==> config.mk <==
export PLATFORM = sky130hd
export DESIGN_NAME = bldc_commutator
export DESIGN_NICKNAME = d
export VERILOG_FILES = /design/src/rtl/bldc_commutator.sv
export SDC_FILE = /design/constraint.sdc
export NUM_CORES = 1
export LEC_CHECK = 0
export CAP_MARGIN = 25
export CORE_MARGIN = 10
export CORE_UTILIZATION = 57
export DETAILED_ROUTE_END_ITERATION = 12
export PLACE_DENSITY_LB_ADDON = 0.2
export SLEW_MARGIN = 30
export SYNTH_ARGS = -nofsm -noshare
export SYNTH_HDL_FRONTEND = slang
export SYNTH_SLANG_ARGS = --single-unit
==> constraint.sdc <==
create_clock -name clk -period 5.5 [get_ports clk]
set_input_delay 0.55 -clock clk [delete_from_list [all_inputs] [get_ports clk]]
set_output_delay 0.55 -clock clk [all_outputs]
set_load 0.005 [all_outputs]
==> src/rtl/bldc_commutator.sv <==
// Six-step BLDC commutator: Hall synchroniser/debounce, RUN/BRAKE/FAULT sequencing,
// PWM chopping, dead-time gated outputs, rotor position tracking and latched faults.
module bldc_commutator #(
  parameter int unsigned DEBOUNCE = 4,
  parameter int unsigned DT_W     = 8,
  parameter int unsigned STALL_W  = 24,
  parameter int unsigned POS_W    = 16
) (
  input  logic               clk,
  input  logic               rst_n,
  input  logic               enable,
  input  logic               f_r,
  input  logic               brak,
  input  logic               i_limit,
  input  logic               pwm,
  input  logic [2:0]         hall,
  input  logic [DT_W-1:0]    dead_time,
  input  logic [STALL_W-1:0] stall_limit,
  input  logic               fault_clr,
  output logic [2:0]         hi,
  output logic [2:0]         lo,
  output logic               fault,
  output logic [1:0]         fault_code,
  output logic               step,
  output logic [POS_W-1:0]   position
);

  localparam int unsigned     DB_W   = 8;
  localparam logic [DB_W-1:0] DB_LIM = DB_W'(DEBOUNCE - 1);

  localparam logic [1:0] FC_NONE  = 2'd0;
  localparam logic [1:0] FC_INV   = 2'd1;
  localparam logic [1:0] FC_STALL = 2'd2;
  localparam logic [1:0] FC_SKIP  = 2'd3;

  typedef enum logic [1:0] {
    ST_IDLE  = 2'd0,
    ST_RUN   = 2'd1,
    ST_BRAKE = 2'd2,
    ST_FAULT = 2'd3
  } state_e;

  function automatic logic code_valid(input logic [2:0] c);
    return (c != 3'b000) && (c != 3'b111);
  endfunction

  function automatic logic [2:0] code_next(input logic [2:0] c);
    logic [2:0] n;
    case (c)
      3'b100:  n = 3'b110;
      3'b110:  n = 3'b010;
      3'b010:  n = 3'b011;
      3'b011:  n = 3'b001;
      3'b001:  n = 3'b101;
      3'b101:  n = 3'b100;
      default: n = 3'b000;
    endcase
    return n;
  endfunction

  function automatic logic [2:0] code_prev(input logic [2:0] c);
    logic [2:0] p;
    case (c)
      3'b100:  p = 3'b101;
      3'b110:  p = 3'b100;
      3'b010:  p = 3'b110;
      3'b011:  p = 3'b010;
      3'b001:  p = 3'b011;
      3'b101:  p = 3'b001;
      default: p = 3'b000;
    endcase
    return p;
  endfunction

  // Returns {hi[A:C], lo[A:C]} for a Hall code and rotation direction.
  function automatic logic [5:0] comm_target(input logic [2:0] c, input logic fwd);
    logic [5:0] t;
    case (c)
      3'b100:  t = fwd ? 6'b100_001 : 6'b001_100;
      3'b110:  t = fwd ? 6'b010_001 : 6'b001_010;
      3'b010:  t = fwd ? 6'b010_100 : 6'b100_010;
      3'b011:  t = fwd ? 6'b001_100 : 6'b100_001;
      3'b001:  t = fwd ? 6'b001_010 : 6'b010_001;
      3'b101:  t = fwd ? 6'b100_010 : 6'b010_100;
      default: t = 6'b000_000;
    endcase
    return t;
  endfunction

  logic [2:0]         s1_q, s2_q, hf_q, hf_d;
  logic [DB_W-1:0]    db_cnt_q, db_cnt_d;
  logic               hf_stable, hf_ld, hf_settled;
  logic               valid_chg, ev_fwd, ev_bwd, ev_skip, ev_inv;
  state_e             state_q, state_d;
  logic               fault_q, fault_d;
  logic [1:0]         code_q, code_d;
  logic               step_q;
  logic [POS_W-1:0]   pos_q, pos_d;
  logic [STALL_W-1:0] stall_cnt_q, stall_cnt_d;
  logic               stall_hit;
  logic [5:0]         tgt_c, tgt_q;
  logic [5:0]         out_q, out_d;
  logic [DT_W-1:0]    dt_cnt_q, dt_cnt_d;

  // Debounce: counts clocks s2 has held its current value (saturating).
  always_comb begin
    db_cnt_d = db_cnt_q;
    if (s1_q != s2_q) begin
      db_cnt_d = DB_W'(1);
    end else if (db_cnt_q != '1) begin
      db_cnt_d = db_cnt_q + DB_W'(1);
    end
  end

  assign hf_stable  = (s1_q == s2_q) && (db_cnt_q >= DB_LIM);
  assign hf_ld      = hf_stable && (s2_q != hf_q);
  // Filtered code confirmed and no change pending; gates the IDLE invalid-Hall check
  // so the post-reset 000 is not mistaken for a sensor fault.
  assign hf_settled = hf_stable && (s2_q == hf_q);
  assign hf_d       = hf_ld ? s2_q : hf_q;

  assign valid_chg = hf_ld && code_valid(hf_q) && code_valid(s2_q);
  assign ev_fwd    = valid_chg && (s2_q == code_next(hf_q));
  assign ev_bwd    = valid_chg && (s2_q == code_prev(hf_q));
  assign ev_skip   = valid_chg && !ev_fwd && !ev_bwd;
  assign ev_inv    = hf_ld && !code_valid(s2_q);

  assign pos_d = ev_fwd ? pos_q + POS_W'(1) :
                 ev_bwd ? pos_q - POS_W'(1) : pos_q;

  assign stall_cnt_d = ((state_q == ST_RUN) && !valid_chg) ? stall_cnt_q + STALL_W'(1)
                                                           : '0;
  assign stall_hit   = (state_q == ST_RUN) && (stall_limit != '0) &&
                       (stall_cnt_q == stall_limit);

  // Sequencing FSM: next state and fault latch.
  always_comb begin
    state_d = state_q;
    fault_d = fault_q;
    code_d  = code_q;
    unique case (state_q)
      ST_IDLE: begin
        if (enable) begin
          if (code_valid(hf_q)) begin
            state_d = ST_RUN;
          end else if (hf_settled) begin
            state_d = ST_FAULT;
            fault_d = 1'b1;
            code_d  = FC_INV;
          end
        end
      end
      ST_RUN, ST_BRAKE: begin
        if (ev_inv) begin
          state_d = ST_FAULT;
          fault_d = 1'b1;
          code_d  = FC_INV;
        end else if (ev_skip) begin
          state_d = ST_FAULT;
          fault_d = 1'b1;
          code_d  = FC_SKIP;
        end else if (stall_hit) begin
          state_d = ST_FAULT;
          fault_d = 1'b1;
          code_d  = FC_STALL;
        end else if (!enable) begin
          state_d = ST_IDLE;
        end else if ((state_q == ST_RUN) && brak) begin
          state_d = ST_BRAKE;
        end else if ((state_q == ST_BRAKE) && !brak) begin
          state_d = ST_RUN;
        end
      end
      ST_FAULT: begin
        if (fault_clr) begin
          state_d = ST_IDLE;
          fault_d = 1'b0;
          code_d  = FC_NONE;
        end
      end
      default: state_d = ST_IDLE;
    endcase
  end

  // Gate target follows the state being entered so off-transitions are never late.
  always_comb begin
    tgt_c = '0;
    unique case (state_d)
      ST_RUN:   tgt_c = comm_target(hf_q, f_r);
      ST_BRAKE: tgt_c = 6'b000_111;
      default:  tgt_c = '0;
    endcase
    tgt_c[5:3] = tgt_c[5:3] & {3{pwm}};
    if (i_limit || !enable) begin
      tgt_c = '0;
    end
  end

  // Dead time: turn-offs immediate, turn-ons wait for a stable target.
  always_comb begin
    dt_cnt_d = dt_cnt_q;
    out_d    = out_q;
    if (tgt_c != tgt_q) begin
      dt_cnt_d = DT_W'(1);
      out_d    = (dead_time == '0) ? tgt_c : (out_q & tgt_c);
    end else if (dt_cnt_q >= dead_time) begin
      out_d = tgt_c;
    end else begin
      dt_cnt_d = dt_cnt_q + DT_W'(1);
      out_d    = out_q & tgt_c;
    end
  end

  always_ff @(posedge clk) begin
    if (!rst_n) begin
      s1_q        <= '0;
      s2_q        <= '0;
      hf_q        <= '0;
      db_cnt_q    <= '0;
      state_q     <= ST_IDLE;
      fault_q     <= 1'b0;
      code_q      <= FC_NONE;
      step_q      <= 1'b0;
      pos_q       <= '0;
      stall_cnt_q <= '0;
      tgt_q       <= '0;
      out_q       <= '0;
      dt_cnt_q    <= '0;
    end else begin
      s1_q        <= hall;
      s2_q        <= s1_q;
      hf_q        <= hf_d;
      db_cnt_q    <= db_cnt_d;
      state_q     <= state_d;
      fault_q     <= fault_d;
      code_q      <= code_d;
      step_q      <= valid_chg;
      pos_q       <= pos_d;
      stall_cnt_q <= stall_cnt_d;
      tgt_q       <= tgt_c;
      out_q       <= out_d;
      dt_cnt_q    <= dt_cnt_d;
    end
  end

  assign hi         = out_q[5:3];
  assign lo         = out_q[2:0];
  assign fault      = fault_q;
  assign fault_code = code_q;
  assign step       = step_q;
  assign position   = pos_q;

endmodule

==> results of run 1 <==
[flip-flops by register name, indices dropped and copies added, names as in the netlist, 2 cells and up]
signal / count
s1_q: 3
hf_q: 3
out_q: 6
dt_cnt_q: 8
s2_q: 3
state_q: 2
stall_cnt_q: 24
tgt_q: 6
position: 16
fault_code: 2
db_cnt_q: 8
[layout make-up]
cell class,count,area [µm²]
Clock buffer,10,128
Clock inverter,6,90.1
Fill cell,819,3120
Inverter,38,143
Multi-Input combinational cell,541,3700
Sequential cell,83,1670
Tap cell,133,166
Timing Repair Buffer,73,718
[synth_stat cells (4+ instances only)]
| library cell | n | share of area [%] |
|---|---|---|
| dfxtp_1 | 83 | 29 |
| nor2_1 | 78 | 5.1 |
| xor2_1 | 48 | 7.4 |
| nand2_1 | 44 | 2.9 |
| a21oi_1 | 41 | 3.6 |
| inv_1 | 38 | 2.5 |
| ha_1 | 30 | 6.6 |
| nand3_1 | 29 | 2.6 |
| o21ai_0 | 25 | 2.2 |
| xnor2_1 | 24 | 3.7 |
| nor3_1 | 19 | 1.7 |
| nor4_1 | 15 | 1.6 |
| and3_1 | 13 | 1.4 |
| clkbuf_1 | 13 | 0.86 |
| a21o_1 | 10 | 1.3 |
| and2_1 | 10 | 1.1 |
| a31oi_1 | 9 | 0.99 |
| nand4_1 | 9 | 0.99 |
| mux2i_1 | 8 | 1.4 |
| nand2b_1 | 7 | 0.77 |
| a211oi_1 | 6 | 0.79 |
| nand3b_1 | 6 | 0.79 |
| nor2b_1 | 6 | 0.66 |
| or2_2 | 6 | 0.66 |
| clkbuf_8 | 5 | 1.2 |
| o211ai_1 | 5 | 0.66 |
| o31ai_1 | 5 | 0.66 |
| or3_1 | 5 | 0.55 |
| and2_2 | 4 | 0.53 |
| buf_2 | 4 | 0.35 |
[worst max-delay path: stages (launching register included)]
cell and delay (ps):
dfxtp_2 550, xor2_1 160, nor3_4 380, and3b_1 370
and3_1 250, nand2_1 150, ha_1 340, a21o_1 180
a21o_1 210, a2111oi_0 540, o31ai_1 190, o41ai_1 590
o21ai_0 270, mux2i_1 170, or3_1 310, a21oi_1 140
[logic make-up after synthesis]
family | after synthesis | share of synthesized area [%]
simple gates | 275 | 25.8
compound gates | 153 | 19.2
flops | 83 | 29.2
xor+xnor | 72 | 11.1
buf+inv | 66 | 5.85
fa+ha+maj | 31 | 6.95
mux | 10 | 1.87
[per-stage QoR]
| stage | worst slack (ps) | area, µm² |
|---|---|---|
| floorplan | 1000 | 5690 |
| global placement | 676 | 6390 |
| detailed placement | 467 | 6390 |
| CTS | 420 | 6610 |
| global route | 171 | 6610 |
| finish | 629 | 6610 |
[what timing repair did]
item,in CTS,in global routing
resized for setup,0,3
hold buffers,0,0
setup endpoints to repair,0,1
[power by group]
part	internal (µW)	leakage [µW]	switching (µW)	total [µW]
Clock	257	0.000106	227	483
Combinational	202	0.00181	248	450
Sequential	627	0.000673	32.5	660
[worst max path at each step]
stage                         startpoint                   endpoint  depth (start not counted)
finish                s2_q[1]$_SDFF_PN0_  position[15]$_SDFFE_PN0P_                         15
global route          s2_q[1]$_SDFF_PN0_  position[15]$_SDFFE_PN0P_                         15
CTS                   s2_q[1]$_SDFF_PN0_  position[15]$_SDFFE_PN0P_                         15
detailed placement    s2_q[1]$_SDFF_PN0_  position[15]$_SDFFE_PN0P_                         15
global placement      s2_q[1]$_SDFF_PN0_  position[15]$_SDFFE_PN0P_                         15
floorplan           hf_q[1]$_SDFFE_PN0N_  position[15]$_SDFFE_PN0P_                         16
[metal layers]
| metal | vias to the layer above | wire length, µm | track usage [%] |
|---|---|---|---|
| li1 | 2585 | - | - |
| met1 | 2376 | 6270 | 23.8 |
| met2 | 139 | 6290 | 31.3 |
| met3 | 14 | 591 | 3.94 |
| met4 | 0 | 153 | 5.20 |
| met5 | - | 0 | 0 |
==> results.cfg, run 1 <==
[synth]
yosysWarnings = 0
seq_area_frac_synth_pct = 29.2
ys.flop_type = dfxtp_1
yosysUniqueCellTypes = 85
synth-edff-count = 0
syn_area_um2 = 5690
avgSynthCellArea_um2 = 8.25
syn_nets = 764
async_reset_ff_share_pct = 0
ys_ff_latch = 83
syn_inst = 690

[placement]
dp_hpwl_um = 9900
port_buffers = 68
dp_cells = 868
gp_congestion = 0.879

[sta]
worst-slew-pin-transition_ps = 891
finalSetupViolations = 0
rsz0062_at_grt = false
hold_slack_ps = 464
hold_violations = 0
max_slew_margin_pct = 40.4
max_freq_ghz = 0.205
setup_tns_ps = 0
slew_violations = 0
min_period_ps = 4870
finClkSkew_ps = 13.0
finalCritPeriodShare_pct = 88.6

[final_layout]
syn2layout_area_growth_pct = 16.2
final_nets = 820
final_common_cell = dfxtp_1
stdcell_count = 884
final_core_utilization_pct = 68.0
antenna-diode-count = 0
final_layout_size_suffix_gt1_share_pct = 7.72
final_cell_mix = 80 x dfxtp_1, 78 x nor2_1, 68 x clkdlybuf4s50_1

[route]
routed_via_density = 5.79
drtAntennaViolNets = 0
wl_per_cell_um = 15.0
drc = 0
drtIter0Drc = 449
routed_wl_um = 13300
firstDrtPassIters = 6
via_count = 5114

[setup_path]
arrival_ps = 5160
r2r_start = s2_q[1]$_SDFF_PN0_
worst-r2r-setup-slack_ps = 630
crit_fanout = 19
reg2regPathDepth = 15
end_kind = flop
regToRegEndpoint = position[15]$_SDFFE_PN0P_
critical_path_class = flop to flop
cp_data_required_time_ps = 5790
cp-start-kind = flop

[cts]
cts_buffers = 9
insertion_delay_ps = 370
cts-root-buf = clkbuf_8
post_cts.repair.setup_buffers = 0
path_clk_slew_ps = 80
cts_tree = done
cts.htree.levels = 3
cts_sinks = 83
clockBufferDepth = 2

[global_route]
track_usage_pct = 18.7
grt_antenna_before_repair = 0
grt_pass1_wl_um = 23000
overflow = 0
grt_max_degree = 32
grt_pass1_vias = 4921

[floorplan]
dieArea_um2 = 14400
rows = 36
io_pins = 69
initial_core_util_pct = 58.5
die_w_um = 120
die_height_um = 120
core-area_um2 = 9730

[min_path]
min_to = out_q[4]$_SDFF_PN0_
hp-start = out_q[4]$_SDFF_PN0_
hold_path.class = flop to flop
hold_depth = 2

[power_and_ir_drop]
powerDensity_nw_per_um2 = 241
power_uw = 1590
leakage_uw = 0.00258
ir_worst_vdd_mv = 0.133

[job]
max_cap_viol_count = 0

[outcome]
outcome = completed
No activity file was read; power rests on OpenSTA's default activity.
==> run 2, diff against run 1 <==
- CORE_MARGIN: 10 -> 3
==> run 2 against run 1 <==
Net effect: worst hold slack lost 8.3 ps; clock-buffer cell count shrank 1; sequential share of layout area grew 0.11 points; critical path depth is the same; critical path type unchanged; largest power group unchanged.
==> results.cfg, run 2 (synthesis gave the netlist of run 1 again) <==
[outcome]
outcome = completed

[final_layout]
final_common_cell = dfxtp_1
largest_reg_flops = 24
stdcell_count = 882
final_nets = 822
final_layout_size_suffix_gt1_share_pct = 7.84
final_cell_mix = 82 x dfxtp_1, 78 x nor2_1, 68 x clkdlybuf4s50_1
regMostFlops = stall_cnt_q
antenna-diode-count = 0
syn2layout_area_growth_pct = 15.5

[setup_path]
arrival_ps = 5320
cp-start-kind = flop
critical_path.startpoint = s2_q[2]$_SDFF_PN0_
worst-r2r-setup-slack_ps = 460
cp-endpoint = position[15]$_SDFFE_PN0P_
crit_fanout = 19
r2r_start = s2_q[2]$_SDFF_PN0_
reg2regPathDepth = 15
critical_path_class = flop to flop
regToRegEndpoint = position[15]$_SDFFE_PN0P_
end_kind = flop
cp_data_required_time_ps = 5780

[sta]
setup_tns_ps = 0
max_slew_margin_pct = 46.5
hold_slack_ps = 455
slew_violations = 0
max_freq_ghz = 0.198
finalCritPeriodShare_pct = 91.7
rsz0062_at_grt = false
finClkSkew_ps = 10.8
min_period_ps = 5040
hold_violations = 0
finalSetupViolations = 0
worst-slew-pin-transition_ps = 802

[route]
via_count = 5124
routed_via_density = 5.81
routed_wl_um = 12800
wl_per_cell_um = 14.5
drtIter0Drc = 236
drtAntennaViolNets = 0
drc = 0
firstDrtPassIters = 5

[floorplan]
die_height_um = 106
rows = 35
initial_core_util_pct = 60.2
dieArea_um2 = 11200
die_w_um = 106
core-area_um2 = 9460
io_pins = 69

[power_and_ir_drop]
leakage_uw = 0.00258
ir_worst_vdd_mv = 0.174
powerDensity_nw_per_um2 = 228
power_uw = 1500

[placement]
gp_congestion = 0.863
dp_cells = 865
dp_hpwl_um = 9590
port_buffers = 68

[cts]
clockBufferDepth = 2
cts-root-buf = clkbuf_8
hold_buffers = 0
cts_tree = done
cts_resized = 0
cts.htree.levels = 3
insertion_delay_ps = 350
path_clk_slew_ps = 90
cts_sinks = 83
cts_buffers = 9
post_cts.repair.setup_buffers = 0

[global_route]
track_usage_pct = 23.3
overflow = 0
grt_pass1_vias = 4927
grt_antenna_before_repair = 0
grt_pass1_wl_um = 22300
grt_max_degree = 29

[job]
max_cap_viol_count = 0

[min_path]
hold_path.class = flop to flop
[run 2: cell types whose count changed in the layout (fill, tap and decap cells not counted), sizes merged]
cell / delta
clkinv: +3
buf: +2
clkbuf: -1
bufinv: -2
[run 2: worst min path at each step]
stage	cells after the start	to	from	slack (ps)
CTS	2	out_q[3]$_SDFF_PN0_	out_q[3]$_SDFF_PN0_	460
detailed placement	2	out_q[3]$_SDFF_PN0_	out_q[3]$_SDFF_PN0_	450
finish	2	out_q[3]$_SDFF_PN0_	out_q[3]$_SDFF_PN0_	460
global placement	2	out_q[0]$_SDFF_PN0_	out_q[0]$_SDFF_PN0_	440
global route	2	out_q[0]$_SDFF_PN0_	out_q[0]$_SDFF_PN0_	480
floorplan	2	out_q[0]$_SDFF_PN0_	out_q[0]$_SDFF_PN0_	450
[run 2: layout make-up]
cell class | instances | area [µm²]
Multi-Input combinational cell | 541 | 3700
Fill cell | 793 | 2880
Sequential cell | 83 | 1660
Timing Repair Buffer | 75 | 737
Tap cell | 129 | 161
Inverter | 38 | 143
Clock buffer | 9 | 124
Clock inverter | 7 | 45.0
[run 2: metal layers]
| layer | wire, µm | up-vias | global-route usage (%) |
|---|---|---|---|
| li1 | - | 2591 | - |
| met3 | 692 | 24 | 4.25 |
| met2 | 6020 | 147 | 38.8 |
| met1 | 5830 | 2362 | 30.0 |
| met4 | 278 | 0 | 9.07 |
| met5 | 0 | - | 0 |
[run 2: metrics by stage]
stage / util, % / area (µm²) / setup WS, ps
finish: 69.5 / 6580 / 456
global route: 69.5 / 6580 / 48.8
CTS: 69.4 / 6560 / 430
detailed placement: 67.6 / 6390 / 459
global placement: 67.6 / 6390 / 663
floorplan: - / 5690 / 1000
[run 2: power by group]
part / switching [µW] / internal, µW / total [µW]
sequential: 33.1 / 627 / 660
combinational: 252 / 204 / 456
clock: 218 / 162 / 380
total: 503 / 994 / 1500
[run 2: critical path: stages, from the launching register on]
cell	delay (ps)
dfxtp_1	720
xor2_1	200
nor3_4	320
and3b_1	380
and3_1	250
nand2_1	110
buf_4	240
ha_1	340
a21o_1	200
a2111oi_0	520
o31ai_1	180
o41ai_1	620
o21ai_0	270
mux2i_1	170
or3_1	310
a21oi_1	140
